$ cat src/rtl/pipe_pkg.sv
// Shared types for the pipeline skid register stage.
package pipe_pkg;

    typedef enum logic [1:0] {
        EMPTY = 2'd0,
        BUSY  = 2'd1,
        FULL  = 2'd2
    } skid_state_t;

endpackage

$ cat src/rtl/pipe_skid_reg_enable_reg.sv
// WIDTH-wide load-enable register with async active-low reset and sync flush.
module enable_reg #(
    parameter int unsigned           WIDTH     = 64,
    parameter logic [WIDTH-1:0]      RESET_VAL = '0
) (
    input  logic             clk,
    input  logic             reset,
    input  logic             softReset,
    input  logic             en_i,
    input  logic [WIDTH-1:0] d_i,
    output logic [WIDTH-1:0] q_o
);

    logic [WIDTH-1:0] data_q;

    // A flush wins over a load so a payload offered during softReset is dropped.
    always_ff @(posedge clk or negedge reset) begin
        if (!reset) begin
            data_q <= RESET_VAL;
        end else if (softReset) begin
            data_q <= RESET_VAL;
        end else if (en_i) begin
            data_q <= d_i;
        end
    end

    assign q_o = data_q;

endmodule

$ cat src/rtl/pipe_skid_reg.sv
// Valid/ready pipeline stage with a 2-entry skid buffer; all outputs come
// straight from registers so neither side sees a combinational path.
module pipe_skid_reg
    import pipe_pkg::*;
#(
    parameter int unsigned      WIDTH     = 64,
    parameter logic [WIDTH-1:0] RESET_VAL = '0
) (
    input  logic             clk,
    input  logic             reset,
    input  logic             softReset,
    input  logic             in_valid,
    output logic             in_ready,
    input  logic [WIDTH-1:0] in_data,
    output logic             out_valid,
    input  logic             out_ready,
    output logic [WIDTH-1:0] out_data
);

    skid_state_t      state_q, state_d;
    logic             fire_in, fire_out;
    logic             main_en, main_from_skid, skid_en;
    logic [WIDTH-1:0] main_d, main_q, skid_q;

    assign in_ready  = (state_q != FULL);
    assign out_valid = (state_q != EMPTY);
    assign out_data  = main_q;

    assign fire_in  = in_valid & in_ready;
    assign fire_out = out_valid & out_ready;

    always_comb begin
        state_d        = state_q;
        main_en        = 1'b0;
        main_from_skid = 1'b0;
        skid_en        = 1'b0;
        unique case (state_q)
            EMPTY: begin
                if (fire_in) begin
                    state_d = BUSY;
                    main_en = 1'b1;
                end
            end
            BUSY: begin
                if (fire_in && fire_out) begin
                    main_en = 1'b1;
                end else if (fire_in) begin
                    state_d = FULL;
                    skid_en = 1'b1;
                end else if (fire_out) begin
                    state_d = EMPTY;
                end
            end
            FULL: begin
                // in_ready is low here, so the only move is draining skid into main.
                if (fire_out) begin
                    state_d        = BUSY;
                    main_en        = 1'b1;
                    main_from_skid = 1'b1;
                end
            end
            default: state_d = EMPTY;
        endcase
        if (softReset) begin
            state_d = EMPTY;
        end
    end

    assign main_d = main_from_skid ? skid_q : in_data;

    always_ff @(posedge clk or negedge reset) begin
        if (!reset) begin
            state_q <= EMPTY;
        end else begin
            state_q <= state_d;
        end
    end

    enable_reg #(.WIDTH(WIDTH), .RESET_VAL(RESET_VAL)) u_main (
        .clk       (clk),
        .reset     (reset),
        .softReset (softReset),
        .en_i      (main_en),
        .d_i       (main_d),
        .q_o       (main_q)
    );

    enable_reg #(.WIDTH(WIDTH), .RESET_VAL(RESET_VAL)) u_skid (
        .clk       (clk),
        .reset     (reset),
        .softReset (softReset),
        .en_i      (skid_en),
        .d_i       (in_data),
        .q_o       (skid_q)
    );

endmodule

$ cat config.mk
export PLATFORM = sky130hd
export DESIGN_NAME = pipe_skid_reg
export DESIGN_NICKNAME = d
export VERILOG_FILES = /design/src/rtl/pipe_pkg.sv /design/src/rtl/pipe_skid_reg_enable_reg.sv /design/src/rtl/pipe_skid_reg.sv
export SDC_FILE = /design/constraint.sdc
export NUM_CORES = 1
export LEC_CHECK = 0
export CORE_ASPECT_RATIO = 1.75
export CORE_MARGIN = 5
export CORE_UTILIZATION = 49
export DETAILED_ROUTE_END_ITERATION = 10
export PLACE_DENSITY = 0.8
export SLEW_MARGIN = 20
export SYNTH_ARGS = -nofsm -noshare
export SYNTH_HDL_FRONTEND = slang
export SYNTH_SLANG_ARGS = --single-unit
$ cat constraint.sdc
create_clock -name clk -period 1.6 [get_ports clk]
set_input_delay 0.32 -clock clk [delete_from_list [all_inputs] [get_ports clk]]
set_output_delay 0.32 -clock clk [all_outputs]
set_load 0.01 [all_outputs]
Word level (Yosys, flattened, before mapping)
Index checks and enable logic that the tools add are counted.
{"block": "totals", "word_cells": 37, "ff_bits": 130}
{"block": "classes", "n_mux": 19, "n_eq_ne": 7, "reduce_logical": 6, "bitwise_logic": 2}
{"op": "64-bit 2-to-1 mux", "n": 5}
{"op": "2-bit 2-to-1 mux", "n": 6}
{"op": "3-bit != test (second input constant)", "n": 3}
{"op": "1-bit 2-to-1 mux", "n": 6}
{"op": "2-bit case mux with 3 select lines", "n": 1}
{"op": "2-bit nonzero test", "n": 3}
{"op": "4-bit != test (second input constant)", "n": 1}
{"op": "4-bit AND reduction", "n": 1}
{"op": "1-bit case mux with 3 select lines", "n": 1}
{"op": "1-bit bitwise AND", "n": 2}
{"op": "2-bit by 1-bit == test with 1-bit output (second input constant)", "n": 1}
{"op": "2-bit == test (second input constant)", "n": 1}
{"op": "2-bit logical NOT", "n": 1}
{"op": "2-bit != test (second input constant)", "n": 1}
{"op": "1-bit logical AND", "n": 1}

Longest topological paths before layout
{"block": "depth", "depth_word": 7, "mapped_depth": 6, "ltp_nobuf": 4}

Hierarchy
From an unflattened synthesis, not the netlist that was laid out.
{"block": "hier_totals", "cells_unflattened": 497, "hier_area_um2": 6346.1}
{"module": "enable_reg", "seq_area_each_um2": 1601.5, "area_each_um2": 2611.3, "cells_each": 206, "n_inst": 2}
{"module": "pipe_skid_reg", "seq_area_each_um2": 50.0, "area_each_um2": 1123.6, "cells_each": 85, "n_inst": 1}

Least setup slack after synthesis
No wires, ideal clock.
{"block": "synth_timing", "path_kind": "reg-to-reg", "from": "reg state_q[1]", "to": "reg u_main.data_q[10], in the netlist u_main.q_o[10]", "path_stages_with_launch": 7, "setup_time_ns": 0.078, "period_less_slack_ns": 1.296, "required_ns": 1.522, "slack_ns": 0.304, "n_path_buf": 2, "arrival_ns": 1.218, "cell_sequence": "dfrtp_1 nand2b_4 o21ai_2 nand2b_1 buf_2 buf_2 o2bb2ai_1"}
{"block": "synth_between", "elab_chain_len": 7}
{"item": "start: declaration", "line": "pipe_skid_reg.sv:20", "rtl": "skid_state_t state_q, state_d;"}
{"item": "start signal: assignment", "line": "pipe_skid_reg.sv:75", "rtl": "state_q <= state_d;"}
{"item": "2-bit nonzero test", "line": "pipe_skid_reg.sv:26", "rtl": "assign out_valid = (state_q != EMPTY);"}
{"item": "1-bit bitwise AND", "line": "pipe_skid_reg.sv:30", "rtl": "assign fire_out = out_valid & out_ready;"}
{"item": "1-bit 2-to-1 mux", "line": "pipe_skid_reg.sv:56", "rtl": "if (fire_out) begin"}
{"item": "1-bit 2-to-1 mux", "line": "pipe_skid_reg.sv:37", "rtl": "unique case (state_q)"}
{"item": "64-bit 2-to-1 mux", "line": "pipe_skid_reg.sv:69", "rtl": "assign main_d = main_from_skid ? skid_q : in_data;"}
{"item": "64-bit 2-to-1 mux", "line": "pipe_skid_reg_enable_reg.sv:22", "rtl": "end else if (en_i) begin"}
{"item": "64-bit 2-to-1 mux", "line": "pipe_skid_reg_enable_reg.sv:20", "rtl": "end else if (softReset) begin"}
{"item": "end signal: assignment", "line": "pipe_skid_reg_enable_reg.sv:23", "rtl": "data_q <= d_i;"}
{"item": "end: declaration", "line": "pipe_skid_reg_enable_reg.sv:14", "rtl": "logic [WIDTH-1:0] data_q;"}
Parallel ways exist; a longest one is shown, timed or not. The select of a mux whose other input is x is not followed.
A chain may end at the register's enable or synchronous reset.

Worst setup path after layout
{"block": "layout_timing", "from": "reg state_q[0]", "to": "reg u_main.data_q[29], in the netlist u_main.q_o[29]"}
Same word-level chain as after synthesis.

==> results.json <==
{
  "status": "finished clean",
  "grt_first_pass_wirelength_um": 22500,
  "grt_antenna_before_repair": 0,
  "clock_power_share": 0.482,
  "rr_worst_depth": 6,
  "hpwlAfterDp_um": 9420,
  "cp.arrival_ns": 1.87,
  "combinationalPowerShare": 0.111,
  "detailed_place.area_um2": 7030,
  "ys_seq_area_frac": 0.608,
  "mappedNetlistArea_um2": 5350,
  "die-width_um": 89.0,
  "area_growth_syn_to_layout_pct": 44.3,
  "worstSetupStartpointType": "flop",
  "switching_part_of_the_total": 0.222,
  "reg_to_reg_startpoint": "state_q[0]",
  "compound_gate_portion_of_the_synthesized_area": 0.217,
  "max_slew_headroom": 0.739,
  "timing.setup.critical_path_class": "flop to flop",
  "finish.net_count": 596,
  "number_of_enable_type_register_cells_in_the_synthesized_netlist": 0,
  "vias": 3937,
  "layout-drive-gt1-share": 0.150,
  "avgSynthCellArea_um2": 14.4,
  "report.final.slew_viol_count": 0,
  "setup_viol": 0,
  "path_cells": "buf_6, nand3b_1, buf_6, clkbuf_16, mux2i_1, o2bb2ai_1",
  "globalplace.congestion": 0.778,
  "cts_tree": "done",
  "count_of_antenna_violating_nets_left_after_detailed_routing": 0,
  "critical-path-top-cell-by-count": "sky130_fd_sc_hd__buf_6",
  "finalHoldViolCount": 0,
  "critical_path.max_fanout": 7,
  "first_global_vias": 4348,
  "seq_power_share": 0.407,
  "cap_viol_max_count": 0,
  "cts_buffer_depth": 2,
  "cellPowerDensity_nw_per_um2": 1130,
  "worst_slew_pin_slew_ns": 0.391,
  "cts_root_buf": "sky130_fd_sc_hd__clkbuf_16",
  "grt_setup_unrepaired": "yes",
  "floorplan.die_area_um2": 13200,
  "synth_flop_cell": "sky130_fd_sc_hd__dfrtp_1",
  "layoutNonFillerInstCount": 669,
  "core_area_um2": 10700,
  "combinational_family_with_the_most_area_after_synthesis": "compound AO/OA/AOI/OAI gates",
  "synth_xor_area_frac": 0.00164,
  "htreeDepth": 4,
  "numPortBuffers": 134,
  "netlist-cell-type-count": 21,
  "smallest_setup_slack_after_layout_ns": 0.0171,
  "crit_required_ns": 1.88,
  "cp_slowest_cell": "sky130_fd_sc_hd__dfrtp_1",
  "num_io_pins": 135,
  "critical_path.endpoint_type": "flop",
  "clkSinkCount": 130,
  "final_area_um2": 7720,
  "period_share": 0.989,
  "synth-simple-area-share": 0.0159,
  "critical_path.endpoint": "u_main.q_o[29]",
  "layout_commonest_cell": "sky130_fd_sc_hd__dfrtp_1",
  "power.leakage_nw": 4.07,
  "max_freq_ghz": 0.632,
  "p_sw_mw": 1.94,
  "seq_cells_post_synth": 130,
  "post_layout_minimum_cycle_time_ns": 1.58,
  "internal-power_mw": 6.78,
  "worstSetupStartpoint": "state_q[0]",
  "post_synth_mux_area_share": 0.120,
  "r2r_setup_slack_ns": 0.02,
  "initial_utilization": 0.500,
  "asr_flop_ratio_synth": 1.00,
  "place_worst_setup_slack_ns": -0.270,
  "cts_inserted_buffers": 17,
  "grt-ovfl-total": 0,
  "vdd_drop_max_mv": 0.847,
  "diodes": 0,
  "totalWireLength_um": 14300,
  "layout_common_cells": "sky130_fd_sc_hd__dfrtp_1 (130), sky130_fd_sc_hd__clkdlybuf4s50_1 (67), sky130_fd_sc_hd__a22o_1 (64), sky130_fd_sc_hd__dlygate4sd2_1 (64)",
  "via_per_inst": 5.88,
  "path_clk_slew_ns": 0.06,
  "postSynthCellCount": 371,
  "remaining_drc_errors": 0,
  "grt_start_max_net_pins": 61,
  "placement_rows": 50,
  "synth-warning-count": 0,
  "setup-tns-final_ns": 0,
  "worst_clock_skew_ns": 0.00620,
  "worstSkewPairLatency_ns": 0.40,
  "dieHeight_um": 148,
  "yosys.area_share.adder": 0,
  "synth_fp_nets": 440,
  "worst_path_largest_cell_delay_ns": 0.41,
  "placed_cells": 633,
  "hp-class": "input pin to async pin",
  "r2r-end": "u_main.q_o[29]",
  "drtIter0Drc": 135,
  "globalRouteTotalUtil": 0.223,
  "drtPass1Iterations": 4,
  "route.detailed.wl_per_inst_um": 21.4
}
[stage by stage]
stage / total power, mW / util / hold WS [ns]
6_report: 8.71 / 0.721 / 0.390
5_1_grt: 9.04 / 0.721 / 0.413
4_1_cts: 8.77 / 0.712 / 0.384
3_5_place_dp: 4.62 / 0.657 / 0.269
3_3_place_gp: 4.60 / 0.657 / 0.265
2_1_floorplan: 3.94 / - / 0.0244
[worst min path at each step]
stage / depth (start not counted) / start / end
finish: 2 / reset / u_skid.q_o[56]
global route: 2 / reset / u_skid.q_o[55]
CTS: 2 / reset / u_main.q_o[58]
detailed placement: 1 / reset / u_skid.q_o[56]
global placement: 1 / reset / u_main.q_o[58]
floorplan: 0 / reset / state_q[0]
[timing repair]
item                       4_1_cts  5_1_grt
pin swaps                        0        0
hold endpoints to repair        24        0
hold buffers                     1        0
setup endpoints to repair       66       62
gates cloned                     0        2
gates resized for setup         74        9
buffers inserted                 2        0
[logic make-up (layout without fill, tap and decap cells)]
kind of cell	after synthesis	count (layout)
AO/OA/AOI/OAI	132	132
XOR/XNOR	1	1
buffers and inverters	34	202
flip-flops	130	130
multiplexers	64	64
AND/OR/NAND/NOR	10	10
[per-layer routing]
layer,part of all wire,track usage,vias up,wire length [um]
li1,-,-,1743,-
met5,0,0,-,0
met4,0.029,0.107,0,412
met2,0.54,0.365,110,7760
met1,0.39,0.272,2057,5530
met3,0.042,0.0543,27,594
[power groups by stage]
stage          combinational, mW  sequential, mW  clock, mW
2_1_floorplan              0.309            3.63          0
4_1_cts                    0.957            3.54       4.28
6_report                   0.969            3.54       4.20
5_1_grt                     1.05            3.56       4.44
3_3_place_gp                1.00            3.59          0
3_5_place_dp                1.03            3.60          0
[layout make-up]
cell class                 count  area [um^2]
sequential                   130         3250
fill                         744         2980
inverter                       1         3.75
clock buffer                  22          464
timing repair buffer         170         1710
clock inverter                 9          179
multi-input combinational    207         1950
tap                          130          163
[critical path: cells and delay by family, from the launching register on]
kind                   cells  cell delay (ns)
buffers and inverters      3             0.52
DFF                        1             0.41
and+or+nand+nor            1             0.26
muxes                      1             0.18
AOI/OAI and AO/OA          1             0.09
[flip-flops by register name, summed over array words and instances, names as in the netlist]
register	flops
state_q	2
u_main.q_o	64
u_skid.q_o	64
[Yosys cell counts (all sizes together), types with 2 or more instances]
cell     number  area (um^2)
a22o         64          561
buf          33          195
dfrtp       130         3250
mux2i        64          641
nand2b        3         26.3
nor2          2         15.0
o2bb2ai      64          561
Note: power is estimated with default switching activity, not from simulation.
